### config.mk
export PLATFORM = sky130hd
export DESIGN_NAME = tristate_bus_ctrl
export DESIGN_NICKNAME = d
export VERILOG_FILES = /design/src/rtl/tristate_bus_ctrl.sv
export SDC_FILE = /design/constraint.sdc
export NUM_CORES = 1
export LEC_CHECK = 0
export BUFFER_PORTS_ARGS = -buffer_cell sky130_fd_sc_hd__buf_2
export CORE_UTILIZATION = 41
export CTS_CLUSTER_DIAMETER = 80
export DETAILED_ROUTE_END_ITERATION = 8
export GPL_ROUTABILITY_DRIVEN = 0
export PLACE_DENSITY_LB_ADDON = 0.12
export SLEW_MARGIN = 20
export SYNTH_ARGS = -nofsm -noshare
export SYNTH_HDL_FRONTEND = slang
export SYNTH_SLANG_ARGS = --single-unit
### constraint.sdc
create_clock -name clk -period 5.56 [get_ports clk]
set_clock_uncertainty 0.2 [all_clocks]
set_input_delay 1.112 -clock clk [delete_from_list [all_inputs] [get_ports clk]]
set_output_delay 1.112 -clock clk [all_outputs]
set_load 0.005 [all_outputs]
### src/rtl/tristate_bus_ctrl.sv
// Tristate pad bus controller: sequences write (setup/strobe/hold) and read (strobe)
// cycles on an external bus, with a released-bus turnaround closing every transaction.
module tristate_bus_ctrl #(
  parameter int unsigned SETUP_CYCLES  = 1,
  parameter int unsigned STROBE_CYCLES = 2,
  parameter int unsigned HOLD_CYCLES   = 1,
  parameter int unsigned TURN_CYCLES   = 2
) (
  input  logic       clk,
  input  logic       reset,
  input  logic       wr_req,
  input  logic       rd_req,
  input  logic [7:0] wdata,
  output logic [7:0] rdata,
  output logic       busy,
  output logic       done,
  output logic [7:0] pad_o,
  output logic       pad_t,
  input  logic [7:0] pad_i,
  output logic       bus_we_n,
  output logic       bus_re_n
);

  typedef enum logic [2:0] {
    IDLE    = 3'd0,
    WSETUP  = 3'd1,
    WSTROBE = 3'd2,
    WHOLD   = 3'd3,
    RSTROBE = 3'd4,
    TURN    = 3'd5
  } state_t;

  // Counter is loaded with length-1 on phase entry and the phase ends when it hits 0.
  localparam logic [3:0] SETUP_LD  = 4'(SETUP_CYCLES - 1);
  localparam logic [3:0] STROBE_LD = 4'(STROBE_CYCLES - 1);
  localparam logic [3:0] HOLD_LD   = 4'(HOLD_CYCLES - 1);
  localparam logic [3:0] TURN_LD   = 4'(TURN_CYCLES - 1);

  state_t     state_q, state_d;
  logic [3:0] cnt_q, cnt_d;
  logic       last_cyc;
  logic [7:0] pad_o_q, pad_o_d;
  logic [7:0] rdata_q, rdata_d;
  logic       busy_q, busy_d;
  logic       done_q, done_d;
  logic       pad_t_q, pad_t_d;
  logic       we_n_q, we_n_d;
  logic       re_n_q, re_n_d;

  assign last_cyc = (cnt_q == 4'd0);

  always_comb begin
    state_d = state_q;
    cnt_d   = last_cyc ? cnt_q : (cnt_q - 4'd1);
    pad_o_d = pad_o_q;
    rdata_d = rdata_q;

    case (state_q)
      IDLE: begin
        cnt_d = cnt_q;
        if (rd_req) begin
          state_d = RSTROBE;
          cnt_d   = STROBE_LD;
        end else if (wr_req) begin
          state_d = WSETUP;
          cnt_d   = SETUP_LD;
          pad_o_d = wdata;
        end
      end
      WSETUP: if (last_cyc) begin
        state_d = WSTROBE;
        cnt_d   = STROBE_LD;
      end
      WSTROBE: if (last_cyc) begin
        state_d = WHOLD;
        cnt_d   = HOLD_LD;
      end
      WHOLD: if (last_cyc) begin
        state_d = TURN;
        cnt_d   = TURN_LD;
      end
      RSTROBE: if (last_cyc) begin
        state_d = TURN;
        cnt_d   = TURN_LD;
        rdata_d = pad_i;
      end
      TURN: if (last_cyc) begin
        state_d = IDLE;
      end
      default: state_d = IDLE;
    endcase

    // Outputs are registered from the next state so they line up with the state they describe.
    busy_d  = (state_d != IDLE);
    done_d  = (state_d == TURN) && (state_q != TURN);
    pad_t_d = !((state_d == WSETUP) || (state_d == WSTROBE) || (state_d == WHOLD));
    we_n_d  = (state_d != WSTROBE);
    re_n_d  = (state_d != RSTROBE);
  end

  always_ff @(posedge clk) begin
    if (reset) begin
      state_q <= IDLE;
      cnt_q   <= 4'd0;
      pad_o_q <= 8'h00;
      rdata_q <= 8'h00;
      busy_q  <= 1'b0;
      done_q  <= 1'b0;
      pad_t_q <= 1'b1;
      we_n_q  <= 1'b1;
      re_n_q  <= 1'b1;
    end else begin
      state_q <= state_d;
      cnt_q   <= cnt_d;
      pad_o_q <= pad_o_d;
      rdata_q <= rdata_d;
      busy_q  <= busy_d;
      done_q  <= done_d;
      pad_t_q <= pad_t_d;
      we_n_q  <= we_n_d;
      re_n_q  <= re_n_d;
    end
  end

  assign rdata    = rdata_q;
  assign busy     = busy_q;
  assign done     = done_q;
  assign pad_o    = pad_o_q;
  assign pad_t    = pad_t_q;
  assign bus_we_n = we_n_q;
  assign bus_re_n = re_n_q;

endmodule

==> results of run 1 <==
[cells by family (layout without fill, tap and decap cells)]
logic type / Yosys count / count (layout) / synth area share
muxes: 19 / 19 / 0.1503
and+or+nand+nor: 46 / 46 / 0.2186
xor gates and xnor gates: 1 / 1 / 0.006925
adders and majority gates: 3 / 3 / 0.02968
buffers and inverters: 10 / 47 / 0.03462
AOI/OAI and AO/OA: 21 / 21 / 0.1167
DFF: 28 / 28 / 0.4431
[worst max path at each step]
stage | startpoint | to | cells after the start
after floorplan | rd_req | pad_o[7]$_SDFFE_PP0P_ | 5
after global placement | rd_req | pad_o[6]$_SDFFE_PP0P_ | 5
after detailed placement | rd_req | pad_o[3]$_SDFFE_PP0P_ | 5
after CTS | cnt_q[0]$_SDFFE_PP0P_ | cnt_q[0]$_SDFFE_PP0P_ | 9
after global routing | cnt_q[0]$_SDFFE_PP0P_ | cnt_q[0]$_SDFFE_PP0P_ | 9
final | cnt_q[0]$_SDFFE_PP0P_ | cnt_q[0]$_SDFFE_PP0P_ | 9
[power groups by stage]
stage          Sequential [mW]  Combinational (mW)  Clock [mW]
2_1_floorplan            0.288               0.295           0
3_3_place_gp             0.312               0.348           0
3_5_place_dp             0.312               0.354           0
4_1_cts                  0.307               0.356       0.139
5_1_grt                  0.318               0.392       0.146
6_report                 0.307               0.354       0.135
[layout make-up]
class                           instances  share of cell area
Timing Repair Buffer                   40              0.1314
Inverter                                3            0.007389
Tap cell                               31             0.02545
Multi-Input combinational cell         90              0.4335
Sequential cell                        28              0.3678
Clock inverter                          1             0.01970
Clock buffer                            3             0.01478
[flip-flops by register name, summed over array words and instances, names as in the netlist]
signal and cells:
pad_t 1, bus_we_n 1, pad_o 8, done 1, cnt_q 4, state_q 3
busy 1, bus_re_n 1, rdata 8
[cell usage after synthesis, types with 3 or more instances]
| cell type | instances | area share |
|---|---|---|
| a21oi_1 | 5 | 0.020 |
| nor2_1 | 22 | 0.065 |
| nand2b_1 | 3 | 0.015 |
| dfxtp_1 | 28 | 0.44 |
| clkbuf_1 | 3 | 0.0089 |
| mux2i_1 | 19 | 0.15 |
| nand2_1 | 3 | 0.0089 |
| o21ai_0 | 3 | 0.012 |
| ha_1 | 3 | 0.030 |
| nor3_1 | 4 | 0.016 |
| o21a_1 | 3 | 0.018 |
[critical path, cell delays in order (launching register included)]
cell,delay [ps]
dfxtp_1,370
inv_1,110
ha_1,240
nor3b_4,450
inv_2,160
ha_1,300
nand2b_1,140
o32a_1,190
o21a_1,100
a21oi_1,110
[stage by stage]
step / total power, mW / hold WS [ps] / worst slack [ps]
2_1_floorplan: 0.5824 / 267.0 / 3425
3_3_place_gp: 0.6592 / 268.2 / 3081
3_5_place_dp: 0.6661 / 283.7 / 3003
4_1_cts: 0.8027 / 313.5 / 3163
5_1_grt: 0.8562 / 340.2 / 3014
6_report: 0.7966 / 311.8 / 3136
[layer usage]
layer | routed length, um | up-vias
met5 | 0 | -
met4 | 16 | 0
met3 | 102 | 2
met2 | 1181 | 29
met1 | 1153 | 488
li1 | - | 520
==> flow_summary_export.csv, run 1 <==
group,metric,value,unit
cts,cts_repair_resize_count,0,
logic_synthesis,ys_ff_latch,28,
sta,setup_violations,0,
detailed_routing,vias,1039,
global_routing,grt_pass1_vias,960,
worst_setup_path,critPathCaptureType,"register",
floorplan,coreArea,2829,um2
power_and_ir_drop,internal-power,0.4948,mW
logic_synthesis,synth_cells,128,
detailed_routing,wl_per_cell,12.52,um
status,status,"finished with violations",
min_path,min_from,"pad_o[2]$_SDFFE_PP0P_",
cts,clk_pin_slew_worst_paths,150,ps
sta,fin_crit_sh,0.4359,
logic_synthesis,synthFlopType,"dfxtp_1",
cts,cts.path.max_buffers,2,
placement,place_hpwl,1739,um
global_routing,grt_util_met1,0.1994,
worst_setup_path,required,5640,ps
layout,diodes,0,
cts,cts_buffers,3,
detailed_routing,drt_iter0_drc,23,
cts,post_cts.repair.setup_buffers,0,
sta,rsz0062_at_grt,"false",
layout,final_common_cell,"buf_2",
logic_synthesis,synth_nets,151,
worst_setup_path,timing.rr.start,"cnt_q[0]$_SDFFE_PP0P_",
detailed_routing,antenna_left,0,
sta,setup_tns,0,ps
global_routing,grt_pass1_wl,4146,um
power_and_ir_drop,combPwrFrac,0.445,
sta,tightest_slew,547.5,ps
worst_setup_path,r2r_cells,9,
layout,drive_above_1_share,0.3273,
power_and_ir_drop,ir_worst_vdd,0.2364,mV
placement,place.port_buffers,40,
floorplan,row_count,19,
logic_synthesis,avgSynthCellArea,9.883,um2
power_and_ir_drop,p_sw,0.3018,mW
cts,clk_latency,330,ps
cts,htreeDepth,1,
min_path,hold-path-endpoint,"pad_o[2]$_SDFFE_PP0P_",
power_and_ir_drop,pwr-share-seq,0.386,
cts,cts_sinks,28,
logic_synthesis,async_flop_share,0,
floorplan,die_y,57.55,um
logic_synthesis,synth.distinct_cells,37,
global_routing,grtUsageMet3,0.04762,
worst_setup_path,crit_fanout,9,
min_path,hold_path_depth,2,
logic_synthesis,yosysWarnings,0,
run,drv_cap,0,
worst_setup_path,path_class,"reg2reg",
floorplan,die-area,3311,um2
global_routing,grt_max_degree,26,
layout,filler_cell_count,272,
power_and_ir_drop,swShare,0.3789,
layout,multi_input_area,660.6,um2
sta,period_needed,2424,ps
logic_synthesis,netlist_area,1265,um2
logic_synthesis,synth-seq-area-share,0.4431,
worst_setup_path,arrival,2500,ps
layout,seqCellArea,560.5,um2
layout,final_cell_mix,"buf_2 (40), dfxtp_1 (28), nor2_1 (22)",
layout,layout.cells.non_filler,196,
cts,cts-root-buf,"clkbuf_4",
power_and_ir_drop,leakage,0.7608,nW
detailed_routing,vias_per_cell,5.301,
power_and_ir_drop,p_clk_frac,0.170,
layout,layout-area-overhead-vs-synth,20.47,%
detailed_routing,drc,1,
layout,utilization,0.5387,
cts,cts_tree,"done",
global_routing,busiest_layer,"met2",
placement,post_dp_cell_area,1471,um2
logic_synthesis,synth_edf_count,0,
detailed_routing,drt_wl_total,2454,um
detailed_routing,dr.pass1.iters,6,
layout,nNetsFinal,189,
power_and_ir_drop,powerDensity,522.7,nW/um2
floorplan,die_w,57.55,um
global_routing,antenna_found_initial,0,
worst_setup_path,r2r_slack,3140,ps
status,violations,"design-rule violations",
floorplan,initial_core_util,0.4471,
floorplan,io-pin-count,41,
layout,stdcell_area,1524,um2
sta,max_freq,0.4126,GHz
placement,dpl.cell_count,192,
sta,slew_headroom,0.6345,
sta,slew_violations,0,
min_path,hold_path_class,"reg2reg",
global_routing,use_met2,0.2774,
global_routing,grt.total_usage,0.1625,
worst_setup_path,r2r_end,"cnt_q[0]$_SDFFE_PP0P_",
global_routing,gr-total-overflow,0,
cts,ctsHoldBuffers,0,
sta,hold_viol,0,
worst_setup_path,cp-start-kind,"register",
(Power assumes the default switching activity.)
==> inputs of run 2 (changes only) <==
Settings changed: ABC_AREA from default to 1.
Clock period 5.56 ns to 2.4 ns, I/O delays scaled along.
==> run 2 against run 1 <==
Compared with the run above: flip-flop and latch count unchanged; area after synthesis increased by 1.7%; sequential power increased by 140%; global-route usage decreased by 0.62 points; sequential share of layout area decreased by 0.54 points; die area increased by 1.6%; the run still ends with design-rule violations left; via count increased by 13%; hold slack got worse by 180 ps; setup slack got worse by 2500 ps; critical endpoint unchanged.
==> flow_summary_export.csv, run 2 <==
group,metric,value,unit
floorplan,die_w,58.01,um
global_routing,grt_max_degree,21,
floorplan,die_y,58.01,um
power_and_ir_drop,leakage,0.8242,nW
status,violations,"design-rule violations",
floorplan,initial_core_util,0.4509,
sta,rsz0062_at_grt,"false",
layout,seqCellArea,560.5,um2
logic_synthesis,yosysMostFrequentCell,"nor2_1",
sta,tightest_slew,511.7,ps
worst_setup_path,cp-start-kind,"register",
layout,drive_above_1_share,0.2963,
global_routing,grt.total_usage,0.1563,
cts,post_cts.repair.setup_buffers,0,
cts,cts_tree,"done",
logic_synthesis,synth_commonest_cells,"nor2_1 (40), dfxtp_1 (28), nand2_1 (26)",
detailed_routing,antenna_left,0,
power_and_ir_drop,p_sw,0.8255,mW
cts,htreeDepth,1,
sta,setup_violations,0,
logic_synthesis,synthFlopType,"dfxtp_1",
min_path,hold_path_class,"in2reg",
logic_synthesis,synth_nets,199,
power_and_ir_drop,internal-power,1.154,mW
cts,clk_latency,340,ps
sta,slew_headroom,0.6585,
worst_setup_path,arrival,1850,ps
floorplan,coreArea,2853,um2
floorplan,row_count,19,
cts,cts-root-buf,"clkbuf_4",
sta,slew_violations,0,
layout,stdcell_area,1546,um2
logic_synthesis,ys_ff_latch,28,
logic_synthesis,synth-seq-area-share,0.4358,
logic_synthesis,synth_cells,176,
sta,fin_crit_sh,0.7480,
cts,cts_sinks,28,
worst_setup_path,path_class,"reg2reg",
logic_synthesis,async_flop_share,0,
placement,post_dp_cell_area,1494,um2
worst_setup_path,crit_fanout,10,
worst_setup_path,r2r_slack,600,ps
detailed_routing,drc,4,
global_routing,antenna_found_initial,0,
floorplan,die-area,3365,um2
detailed_routing,vias,1179,
detailed_routing,dr.pass1.iters,7,
global_routing,grt_pass1_vias,940,
status,status,"finished with violations",
worst_setup_path,cp-startpoint,"cnt_q[0]$_SDFFE_PP0P_",
cts,cts_repair_resize_count,0,
power_and_ir_drop,swShare,0.4170,
power_and_ir_drop,pwr-share-seq,0.369,
power_and_ir_drop,combPwrFrac,0.473,
min_path,min_from,"reset",
layout,layout-area-overhead-vs-synth,20.23,%
cts,clk_pin_slew_worst_paths,150,ps
worst_setup_path,required,2460,ps
logic_synthesis,synth.distinct_cells,23,
layout,multi_input_area,611.8,um2
layout,nNetsFinal,240,
floorplan,io-pin-count,41,
cts,cts.path.max_buffers,2,
power_and_ir_drop,powerDensity,1280,nW/um2
detailed_routing,wl_per_cell,9.895,um
logic_synthesis,netlist_area,1286,um2
worst_setup_path,timing.rr.start,"cnt_q[0]$_SDFFE_PP0P_",
sta,hold_viol,0,
logic_synthesis,yosysWarnings,0,
logic_synthesis,synthTopCellsByArea,"dfxtp_1 (44%), nor2_1 (12%), nand2_1 (7.6%)",
logic_synthesis,synth_top_cell_area_share,0.4358,
sta,period_needed,1795,ps
worst_setup_path,critPathCaptureType,"register",
logic_synthesis,synth_edf_count,0,
logic_synthesis,avgSynthCellArea,7.308,um2
cts,ctsHoldBuffers,0,
detailed_routing,vias_per_cell,4.773,
detailed_routing,drt_iter0_drc,26,
sta,setup_tns,0,ps
sta,whs,130.6,ps
layout,filler_cell_count,291,
power_and_ir_drop,ir_worst_vdd,0.6013,mV
layout,diodes,0,
placement,place_hpwl,1864,um
cts,cts_buffers,3,
run,drv_cap,0,
sta,max_freq,0.5571,GHz
detailed_routing,drt_wl_total,2444,um
layout,final_cell_mix,"nor2_1 (40), buf_2 (40), dfxtp_1 (28)",
logic_synthesis,synth_top_cell_by_area,"dfxtp_1",
placement,place.port_buffers,40,
global_routing,gr-total-overflow,0,
global_routing,grt_pass1_wl,4029,um
power_and_ir_drop,p_clk_frac,0.158,
-- run 2: cell types whose count changed after synthesis, sizes merged, moves of 3 or more --
cell,change
nor2,+21
o21ai,+16
inv,+19
nor3,-6
nand4,+5
nand2,+28
nand3,+10
nand2b,-3
mux2i,-19
-- run 2: path summary, 6_finish.rpt --
kind / to / cells after the start
max: cnt_q[0]$_SDFFE_PP0P_ / 10
min: cnt_q[3]$_SDFFE_PP0P_ / 2
max reg2reg: cnt_q[0]$_SDFFE_PP0P_ / 10
min reg2reg: pad_o[1]$_SDFFE_PP0P_ / 2
-- run 2: kinds of logic after synthesis --
group / count (synthesis) / synth area share
AND/OR/NAND/NOR: 92 / 0.3337
flip-flops: 28 / 0.4358
AO/OA/AOI/OAI: 27 / 0.1128
buffers and inverters: 26 / 0.08851
adder cells (fa/ha/maj): 3 / 0.02919
-- run 2: cell type report --
cell class	count	share of cell area
Clock buffer	3	0.01456
Inverter	22	0.05340
Tap cell	31	0.02508
Sequential cell	28	0.3625
Timing Repair Buffer	40	0.1295
Multi-Input combinational cell	122	0.3956
Clock inverter	1	0.01942
-- run 2: power groups by stage --
stage	clock network, mW	registers (mW)	logic, mW
global placement	0	0.739	0.935
finish	0.313	0.730	0.937
floorplan	0	0.727	0.725
detailed placement	0	0.739	0.945
CTS	0.321	0.729	0.947
global route	0.337	0.754	1.08
-- run 2: metal layers --
layer,vias up,global-route usage,share of wire
li1,638,-,-
met1,509,0.2050,0.46
met2,27,0.2447,0.48
met3,5,0.03125,0.046
met4,0,0.07823,0.019
met5,-,0,0
-- run 2: metrics by stage --
step             util  power, mW  instances  setup WS (ps)
2_1_floorplan       -      1.452        176          764.5
3_3_place_gp   0.5237      1.674        243          672.1
3_5_place_dp   0.5237      1.683        243          619.1
4_1_cts        0.5421      1.996        247          595.3
5_1_grt        0.5421      2.171        247          420.9
6_report       0.5421      1.980        247          604.8
-- run 2: worst max-delay path, stage by stage (launching register included) --
cell and delay, ps:
dfxtp_1 340, inv_1 130, ha_1 320, nand2_4 140, ha_1 200, nand4_1 80, nand2_1 60, inv_1 40
nand2_1 40, o21ai_1 110, inv_1 50
==> inputs of run 3 (changes only) <==
Clock period 2.4 ns to 1.87 ns, I/O delays scaled along.
==> run 3 against run 2 <==
Compared with the run above: the run still ends with design-rule violations left; routed wire length rose by 9.6%; highest routed layer unchanged; via count is 3.1% higher; register-to-register slack worse by 510 ps; maximum frequency increased by 1.1%; largest cell class unchanged; critical path type unchanged; setup slack worse by 510 ps; non-clock buffer count grew 1; cell count increased by 0.40%; final area up 0.65%; global-route usage increased by 0.42 points; first-iteration DRC count increased by 58%; hold slack worse by 78 ps.
==> flow_summary_export.csv, run 3 (synthesis gave the netlist of run 2 again) <==
group,metric,value,unit
min_path,hold-path-endpoint,"cnt_q[3]$_SDFFE_PP0P_",
floorplan,io-pin-count,41,
detailed_routing,dr.pass1.iters,6,
run,drv_cap,0,
sta,hold_viol,0,
power_and_ir_drop,powerDensity,1650,nW/um2
floorplan,row_count,19,
worst_setup_path,crit_slowest_cell,"dfxtp_1",
cts,cts-root-buf,"clkbuf_4",
cts,clk_latency,330,ps
worst_setup_path,critPathCaptureType,"register",
cts,htreeDepth,1,
global_routing,antenna_found_initial,0,
placement,place_hpwl,2022,um
sta,fin_crit_sh,0.9496,
worst_setup_path,path_class,"reg2reg",
global_routing,grt_max_degree,17,
power_and_ir_drop,ir_worst_vdd,0.8446,mV
sta,whs,52.40,ps
cts,cts_buffers,3,
min_path,hold_path_class,"in2reg",
global_routing,grt_pass1_vias,1048,
worst_setup_path,max_stage_delay,350,ps
sta,slew_violations,0,
worst_setup_path,cp_common_cell,"inv_1",
floorplan,coreArea,2853,um2
worst_setup_path,required,1920,ps
detailed_routing,drc,4,
cts,clk_pin_slew_worst_paths,160,ps
floorplan,die-area,3365,um2
detailed_routing,drt_wl_total,2679,um
detailed_routing,wl_per_cell,10.80,um
sta,rsz0062_at_grt,"false",
global_routing,grt.total_usage,0.1605,
detailed_routing,vias,1216,
worst_setup_path,r2r_end,"cnt_q[0]$_SDFFE_PP0P_",
layout,layout-area-overhead-vs-synth,21.01,%
sta,setup_tns,0,ps
worst_setup_path,arrival,1820,ps
worst_setup_path,r2r_cells,10,
sta,slew_headroom,0.7581,
status,status,"finished with violations",
sta,tightest_slew,359.0,ps
worst_setup_path,timing.rr.start,"cnt_q[0]$_SDFFE_PP0P_",
layout,drive_above_1_share,0.3041,
power_and_ir_drop,leakage,0.8280,nW
sta,max_freq,0.5632,GHz
worst_setup_path,path_cells,"inv_1 > ha_2 > nand2_4 > ha_1 > nand4_1 > nand2_1 > inv_1 > nand2_1 > o21ai_1 > inv_1",
floorplan,die_w,58.01,um
placement,place_ws,58.28,ps
layout,filler_cell_count,291,
sta,period_needed,1776,ps
worst_setup_path,cp-start-kind,"register",
worst_setup_path,cp_top_family,"adder cells",
cts,cts_tree,"done",
cts,cts.path.max_buffers,2,
sta,setup_ws,94.30,ps
detailed_routing,antenna_left,0,
placement,place.port_buffers,40,
layout,diodes,0,
floorplan,die_y,58.01,um
min_path,hold_path_depth,2,
layout,nNetsFinal,241,
cts,post_cts.repair.setup_buffers,0,
floorplan,initial_core_util,0.4509,
power_and_ir_drop,p_total,2.568,mW
worst_setup_path,critPathBufInv,3,
detailed_routing,drt_iter0_drc,41,
min_path,min_from,"reset",
layout,final_cell_mix,"nor2_1 (40), buf_2 (40), dfxtp_1 (28)",
sta,setup_violations,0,
global_routing,grt_pass1_wl,4257,um
worst_setup_path,r2r_slack,90,ps
global_routing,gr-total-overflow,0,
detailed_routing,vias_per_cell,4.903,
cts,cts_sinks,28,
status,violations,"design-rule violations",
worst_setup_path,crit_fanout,10,
-- run 3: changes by cell type in the layout (fill, tap and decap cells not counted) --
| cell | change |
|---|---|
| ha_1 | -1 |
| buf_4 | +1 |
| ha_2 | +1 |
-- run 3: layout make-up --
cell class / count / area [um2] / share of cell area
well taps: 31 / 38.79 / 0.02492
clock buffers: 3 / 22.52 / 0.01447
flip-flops and latches: 28 / 560.5 / 0.3601
clock inverters: 1 / 30.03 / 0.01929
inverters: 22 / 82.58 / 0.05305
multi-input cells: 122 / 614.3 / 0.3947
repair buffers: 41 / 207.7 / 0.1334
-- run 3: worst max path at each step --
stage,depth (start not counted),slack [ps],start,endpoint
after CTS,10,30,cnt_q[0]$_SDFFE_PP0P_,cnt_q[0]$_SDFFE_PP0P_
after detailed placement,10,60,cnt_q[0]$_SDFFE_PP0P_,cnt_q[0]$_SDFFE_PP0P_
after floorplan,10,230,cnt_q[0]$_SDFFE_PP0P_,cnt_q[0]$_SDFFE_PP0P_
after global placement,10,150,cnt_q[0]$_SDFFE_PP0P_,cnt_q[0]$_SDFFE_PP0P_
after global routing,10,20,cnt_q[0]$_SDFFE_PP0P_,cnt_q[0]$_SDFFE_PP0P_
final,10,90,cnt_q[0]$_SDFFE_PP0P_,cnt_q[0]$_SDFFE_PP0P_
-- run 3: per-layer routing --
metal,global-route usage,up-vias,share of wire
li1,-,639,-
met1,0.2092,543,0.47
met2,0.2644,32,0.48
met3,0.03795,2,0.043
met4,0.04762,0,0.0045
met5,0,-,0
-- run 3: metrics by stage --
step | utilization | cell area [um2] | instances
floorplan | - | 1286 | 176
global placement | 0.5263 | 1501 | 244
detailed placement | 0.5263 | 1501 | 244
CTS | 0.5447 | 1554 | 248
global route | 0.5456 | 1556 | 248
finish | 0.5456 | 1556 | 248
-- run 3: report_power, final --
group          internal, mW  switching (mW)  leakage (nW)
clock network         0.217           0.174        0.0279
logic                 0.468           0.768         0.570
registers             0.803           0.138         0.230
total                  1.49            1.08         0.828
-- run 3: timing repair --
action                                  CTS  global route
endpoints found under the setup margin    0             2
hold buffers                              0             0
endpoints found under the hold margin     0             0
gates resized for setup                   0             1
-- run 3: worst register-to-register path, stage by stage, from the launching register on --
cell and delay, ps:
dfxtp_1 350, inv_1 140, ha_2 280, nand2_4 120
ha_1 210, nand4_1 90, nand2_1 60, inv_1 50
nand2_1 40, o21ai_1 110, inv_1 40
